--- config.mk ---
export PLATFORM = sky130hd
export DESIGN_NAME = pipe_skid_reg
export DESIGN_NICKNAME = d
export VERILOG_FILES = /design/src/rtl/pipe_pkg.sv /design/src/rtl/pipe_skid_reg.sv
export SDC_FILE = /design/constraint.sdc
export NUM_CORES = 1
export LEC_CHECK = 0
export ABC_AREA = 1
export BUFFER_PORTS_ARGS = -buffer_cell sky130_fd_sc_hd__buf_2
export CORE_MARGIN = 4
export CORE_UTILIZATION = 41
export DETAILED_ROUTE_END_ITERATION = 16
export HOLD_SLACK_MARGIN = 0.06
export PLACE_DENSITY = 0.71
export RECOVER_POWER = 50
export SYNTH_ARGS = -nofsm -noshare
export SYNTH_HDL_FRONTEND = slang
export SYNTH_SLANG_ARGS = --single-unit
--- constraint.sdc ---
create_clock -name clk -period 2.4 [get_ports clk]
set_clock_uncertainty 0.15 [all_clocks]
set_input_delay 0.36 -clock clk [delete_from_list [all_inputs] [get_ports clk]]
set_output_delay 0.36 -clock clk [all_outputs]
set_load 0.02 [all_outputs]
--- src/rtl/pipe_pkg.sv ---
// Shared definitions for the elastic IF->ID pipeline register.
// Holds the RV32 bubble encoding and the occupancy state type.
// State encoding is {skid_valid, main_valid}, so the valid bits read directly off the state.
`timescale 1ns/1ps
package pipe_pkg;

  // addi x0, x0, 0: the canonical RV32 NOP presented downstream as a bubble.
  localparam logic [31:0] NOP_INST_RV32 = 32'h00000013;

  // The encoding doubles as {skid_valid, main_valid}.
  // 2'b10 (skid without main) is illegal.
  typedef enum logic [1:0] {
    EMPTY = 2'b00,
    ONE   = 2'b01,
    FULL  = 2'b11
  } pipe_state_e;

endpackage

--- src/rtl/pipe_skid_reg.sv ---
// Elastic valid/ready pipeline register carrying {inst, pc}, with optional 2-entry skid, flush-to-NOP and a flush-kill counter.
// Latency: 1 cycle from an accepted beat in EMPTY to out_valid; 1 beat/cycle sustained while out_ready=1.
// Backpressure: SKID=1 registers in_ready (low only when the skid entry is held); SKID=0 passes out_ready through combinationally.
//
// Ports:
//   clk, nrst                     clock and synchronous active-low reset
//   flush                         drop every held entry plus the incoming beat this cycle
//   in_valid/in_ready/in_inst/in_pc      upstream handshake and payload
//   out_valid/out_ready/out_inst/out_pc  downstream handshake and payload (NOP/0 when no valid beat)
//   occupancy                     number of held entries (0..2)
//   kill_cnt                      saturating count of valid entries discarded by flush
`timescale 1ns/1ps
module pipe_skid_reg
  import pipe_pkg::*;
#(
  parameter int                 INST_W   = 32,
  parameter int                 PC_W     = 32,
  parameter logic [INST_W-1:0]  NOP_INST = INST_W'(NOP_INST_RV32),
  parameter int                 SKID     = 1,
  parameter int                 CNT_W    = 16
) (
  input  logic              clk,
  input  logic              nrst,
  input  logic              flush,
  input  logic              in_valid,
  output logic              in_ready,
  input  logic [INST_W-1:0] in_inst,
  input  logic [PC_W-1:0]   in_pc,
  output logic              out_valid,
  input  logic              out_ready,
  output logic [INST_W-1:0] out_inst,
  output logic [PC_W-1:0]   out_pc,
  output logic [1:0]        occupancy,
  output logic [CNT_W-1:0]  kill_cnt
);

  typedef struct packed {
    logic [INST_W-1:0] inst;
    logic [PC_W-1:0]   pc;
  } payload_t;

  // Value parked in an empty slot, so a stale payload never lingers in the registers.
  localparam payload_t BUBBLE = {NOP_INST, {PC_W{1'b0}}};

  pipe_state_e      state_q, state_d;
  payload_t         main_q, main_d;
  payload_t         skid_q, skid_d;
  logic [CNT_W-1:0] kill_q, kill_d;
  logic [CNT_W:0]   kill_sum;

  logic main_valid;
  logic skid_valid;
  logic in_fire;
  logic out_fire;

  assign main_valid = (state_q != EMPTY);
  assign skid_valid = (state_q == FULL);

  // Handshakes are suppressed while nrst is low, so nothing is accepted or presented during reset.
  // A flush cycle never transfers downstream, even when out_ready is high.
  assign out_valid = main_valid & ~flush & nrst;

  generate
    if (SKID != 0) begin : g_skid
      // Only registered state feeds in_ready, which breaks the ready path back from downstream.
      assign in_ready = ~skid_valid & ~flush & nrst;
    end else begin : g_single
      assign in_ready = (~main_valid | out_ready) & ~flush & nrst;
    end
  endgenerate

  assign in_fire  = in_valid & in_ready;
  assign out_fire = out_valid & out_ready;

  // The bubble is shown whenever no beat is presented, including during the flush cycle itself.
  assign out_inst  = out_valid ? main_q.inst : NOP_INST;
  assign out_pc    = out_valid ? main_q.pc   : '0;
  assign occupancy = {1'b0, main_valid} + {1'b0, skid_valid};
  assign kill_cnt  = kill_q;

  // One guard bit catches overflow. The increment is at most 2,
  // so any overflow saturates to all-ones.
  assign kill_sum = {1'b0, kill_q} + {{(CNT_W-1){1'b0}}, occupancy};

  always_comb begin
    state_d = state_q;
    main_d  = main_q;
    skid_d  = skid_q;
    kill_d  = kill_q;

    if (flush) begin
      state_d = EMPTY;
      main_d  = BUBBLE;
      skid_d  = BUBBLE;
      kill_d  = kill_sum[CNT_W] ? {CNT_W{1'b1}} : kill_sum[CNT_W-1:0];
    end else begin
      unique case (state_q)
        EMPTY: begin
          if (in_fire) begin
            state_d = ONE;
            main_d  = payload_t'({in_inst, in_pc});
          end
        end
        ONE: begin
          if (in_fire && out_fire) begin
            main_d = payload_t'({in_inst, in_pc});
          end else if (in_fire && (SKID != 0)) begin
            // The head is still stalled, so the new beat parks behind it to keep FIFO order.
            state_d = FULL;
            skid_d  = payload_t'({in_inst, in_pc});
          end else if (out_fire) begin
            state_d = EMPTY;
            main_d  = BUBBLE;
          end
        end
        FULL: begin
          // in_ready is low here, so the only possible event is the head leaving.
          if (out_fire) begin
            state_d = ONE;
            main_d  = skid_q;
            skid_d  = BUBBLE;
          end
        end
        default: begin
          state_d = EMPTY;
          main_d  = BUBBLE;
          skid_d  = BUBBLE;
        end
      endcase
    end
  end

  always_ff @(posedge clk) begin
    if (!nrst) begin
      state_q <= EMPTY;
      main_q  <= BUBBLE;
      skid_q  <= BUBBLE;
      kill_q  <= '0;
    end else begin
      state_q <= state_d;
      main_q  <= main_d;
      skid_q  <= skid_d;
      kill_q  <= kill_d;
    end
  end

endmodule

==> reports/qor.tcl <==
set qor(crit_arrival_ns) 1.77
set qor(maximum_number_of_pins_on_one_net_before_global_route_repair) 87
set qor(synth_top_flop_cell) {sky130_fd_sc_hd__dfxtp_1}
set qor(timing.critical_path.fanout_max) 52
set qor(syn_area_mm2) 0.00856
set qor(postSynth.asyncResetShare) 0
set qor(synth.net_count) 1377
set qor(first_pass_grt_wire_length_um) 37800
set qor(tritoncts.num_buffers) 17
set qor(worst-endpoint-required_ns) 1.89
set qor(finalWeightedCongestion) 0.835
set qor(timing.max_cap.violations) 0
set qor(clock_edge_transition_at_the_registers_on_the_reported_setup_and_hold_paths_ns) 0.06
set qor(synth_area_leader_cell) {sky130_fd_sc_hd__dfxtp_1}
set qor(maxSlewHeadroom) 0.341
set qor(slew_violations) 0
set qor(final_hold_viol_count) 0
set qor(worst_hold_path_type) {in -> reg}
set qor(max_clock_freq_mhz) 438
set qor(areaGrowthSynthToFinish_pct) 17.6
set qor(numClockSinks) 146
set qor(status) {finished, final reports clean}
set qor(yosys_reg_bits) 146
set qor(holdWs_ns) 0.149
set qor(ant_cells) 0
set qor(layout-drive-gt1-share) 0.235
set qor(dr_total_vias) 8306
set qor(grt_util_all_layers) 0.191
set qor(clk-insertion-delay-late_ns) 0.42
set qor(postLayoutSetupSlackWorst_ns) 0.116
set qor(drc_errors) 0
set qor(dieWidth_um) 152
set qor(cts_tree) {yes}
set qor(netlist_top_cells_area) {sky130_fd_sc_hd__dfxtp_1 34%, sky130_fd_sc_hd__nand2_1 19%, sky130_fd_sc_hd__nand3_1 8.3%, sky130_fd_sc_hd__nand3_2 6.8%, sky130_fd_sc_hd__nor2_1 6.6%}
set qor(drt_iter0_markers) 422
set qor(first_global_vias) 7797
set qor(routed_wire_per_std_cell_um) 13.3
set qor(startpoint_types) {register}
set qor(period_share) 0.951
set qor(gate_count_after_technology_mapping) 1301
set qor(die-height_um) 152
set qor(final_period_minus_worst_setup_slack_ns) 2.28
set qor(route.final.wire_length_um) 22400
set qor(clock_path_buffers) 2
set qor(report.final.setup_viol) 0
set qor(criticalPathCategory) {reg -> out}
set qor(synth.yosys.seq_area_share) 0.342
set qor(peakVddDrop_mv) 0.472
set qor(postCtsHoldBufs) 0
set qor(via_per_inst) 4.92
set qor(cts-htree-levels) 4
set qor(fp.dieArea_mm2) 0.0232
set qor(rsz0062_at_grt) {true}
set qor(p_leak_nw) 3.88
set qor(start_util) 0.420
set qor(synth.distinct_cells) 34
set qor(finish.utilization) 0.494
set qor(synth-warning-count) 0
set qor(post_layout_power_mw) 6.33
set qor(grt_antenna_before_repair) 3
set qor(io-pin-count) 153
set qor(synth_enable_flop_cells) 0
set qor(preCtsSetupSlack_ns) -0.0226
set qor(antenna_violating_nets_post_route) 0
set qor(end_kind) {output port}
set qor(core_region_area_mm2) 0.0204
set qor(tightest_slew_ns) 0.989
set qor(buffer_ports.inserted) 152
set qor(cts_root_buf) {sky130_fd_sc_hd__clkbuf_16}
set qor(globalRoute.totalOverflow) 0
set qor(average_footprint_of_a_synthesized_cell_um2) 6.58
set qor(total_iterations_of_the_first_detailed_routing_run) 4
set qor(synth.top_cell.area_share) 0.342
set qor(rows) 52
set qor(nets) 1481
set qor(post-dp-hpwl_um) 13900
set qor(power_density_mw_per_mm2) 629
[timing repair]
| action | in CTS | in global routing |
|---|---|---|
| setup buffers | 3 | 0 |
| pin swaps | 2 | 3 |
| setup endpoints to repair | 62 | 11 |
| resized for setup | 4 | 10 |
| gates cloned | 0 | 0 |
[placed cells by master (no fill, tap or decap), types with 3 or more instances in the layout]
| cell type | synthesis | final |
|---|---|---|
| sky130_fd_sc_hd__a21oi_1 | 91 | 91 |
| sky130_fd_sc_hd__a21oi_2 | 40 | 40 |
| sky130_fd_sc_hd__buf_12 | 6 | 8 |
| sky130_fd_sc_hd__buf_2 | 32 | 144 |
| sky130_fd_sc_hd__buf_4 | 9 | 19 |
| sky130_fd_sc_hd__clkbuf_1 | 39 | 10 |
| sky130_fd_sc_hd__clkbuf_16 | 0 | 17 |
| sky130_fd_sc_hd__clkinv_2 | 0 | 4 |
| sky130_fd_sc_hd__clkinv_4 | 0 | 3 |
| sky130_fd_sc_hd__clkinvlp_4 | 0 | 3 |
| sky130_fd_sc_hd__dfxtp_1 | 146 | 144 |
| sky130_fd_sc_hd__ha_1 | 6 | 3 |
| sky130_fd_sc_hd__ha_4 | 0 | 3 |
| sky130_fd_sc_hd__inv_1 | 93 | 90 |
| sky130_fd_sc_hd__inv_2 | 2 | 3 |
| sky130_fd_sc_hd__nand2_1 | 430 | 427 |
| sky130_fd_sc_hd__nand2_2 | 2 | 3 |
| sky130_fd_sc_hd__nand3_1 | 142 | 142 |
| sky130_fd_sc_hd__nand3_2 | 58 | 58 |
| sky130_fd_sc_hd__nand4_1 | 5 | 5 |
| sky130_fd_sc_hd__nor2_1 | 150 | 146 |
| sky130_fd_sc_hd__nor2_4 | 2 | 6 |
| sky130_fd_sc_hd__o21ai_0 | 14 | 14 |
| sky130_fd_sc_hd__or2_2 | 5 | 5 |
| sky130_fd_sc_hd__xor2_1 | 3 | 3 |
[power breakdown]
group	switching, mW	internal, mW
registers	0.0481	2.52
clock network	1.06	1.56
logic	0.740	0.401
[sequential cells by signal, indices dropped and copies added, names as in the netlist]
name,cells
kill_cnt,16
state_q,2
main_q,64
skid_q,64
[layout make-up]
| class | instances | area (µm²) |
|---|---|---|
| clock buffer | 20 | 447 |
| clock inverter | 12 | 133 |
| fill | 2113 | 10300 |
| inverter | 95 | 360 |
| multi-input combinational | 964 | 4780 |
| sequential | 146 | 2930 |
| tap | 270 | 338 |
| timing repair buffer | 181 | 1080 |
[cell usage after synthesis, types with 3 or more instances]
master                     number
sky130_fd_sc_hd__buf_12         6
sky130_fd_sc_hd__buf_4          9
sky130_fd_sc_hd__a21oi_1       91
sky130_fd_sc_hd__buf_2         32
sky130_fd_sc_hd__o21ai_0       14
sky130_fd_sc_hd__buf_6          6
sky130_fd_sc_hd__nand2_1      430
sky130_fd_sc_hd__or2_2          5
sky130_fd_sc_hd__ha_1           6
sky130_fd_sc_hd__inv_1         93
sky130_fd_sc_hd__a21oi_2       40
sky130_fd_sc_hd__buf_1          3
sky130_fd_sc_hd__nand3_2       58
sky130_fd_sc_hd__xor2_1         3
sky130_fd_sc_hd__dfxtp_1      146
sky130_fd_sc_hd__nand4_1        5
sky130_fd_sc_hd__nand3_1      142
sky130_fd_sc_hd__nor2_1       150
sky130_fd_sc_hd__clkbuf_1      39
[critical path, stage by stage (launching register included)]
cell and delay [ns]:
sky130_fd_sc_hd__dfxtp_2 0.32, sky130_fd_sc_hd__buf_4 0.13, sky130_fd_sc_hd__ha_4 0.18, sky130_fd_sc_hd__buf_6 0.38, sky130_fd_sc_hd__nor2_1 0.15, sky130_fd_sc_hd__buf_2 0.19
[per-stage QoR]
stage          TNS [ns]  instances  instance area [µm²]
2_1_floorplan         0       1301                 8590
3_3_place_gp          0       1653                 9430
3_5_place_dp    -0.0624       1653                 9430
4_1_cts               0       1688                10000
5_1_grt         -0.0537       1688                10100
6_report              0       1688                10100
[routing by layer]
layer | up-vias | wire [µm] | global-route usage
met1 | 3748 | 10100 | 0.239
met3 | 35 | 1330 | 0.0494
met5 | - | 34 | 0
li1 | 4328 | - | -
met4 | 6 | 401 | 0.0573
met2 | 189 | 10600 | 0.324
[cell families (layout without fill, tap and decap cells)]
family / Yosys count / count (layout) / share of synthesized area
simple gates: 802 / 802 / 0.425
buf+inv: 191 / 308 / 0.110
compound gates: 151 / 151 / 0.108
flops: 146 / 146 / 0.342
fa+ha+maj: 7 / 7 / 0.0111
xor+xnor: 4 / 4 / 0.00409
[worst paths after layout]
check | startpoint | end | slack (ns) | cells past startpoint
max | state_q[0]$_SDFFE_PP0P_ | in_ready | 0.12 | 5
max reg2reg | state_q[1]$_SDFFE_PP0P_ | kill_cnt[8]$_SDFFE_PN0P_ | 0.12 | 14
min reg2reg | skid_q[33]$_SDFFE_PP1P_ | skid_q[33]$_SDFFE_PP1P_ | 0.31 | 2
min | in_inst[0] | main_q[32]$_SDFFE_PP1P_ | 0.15 | 5
Note: power is estimated with default switching activity, not from simulation.
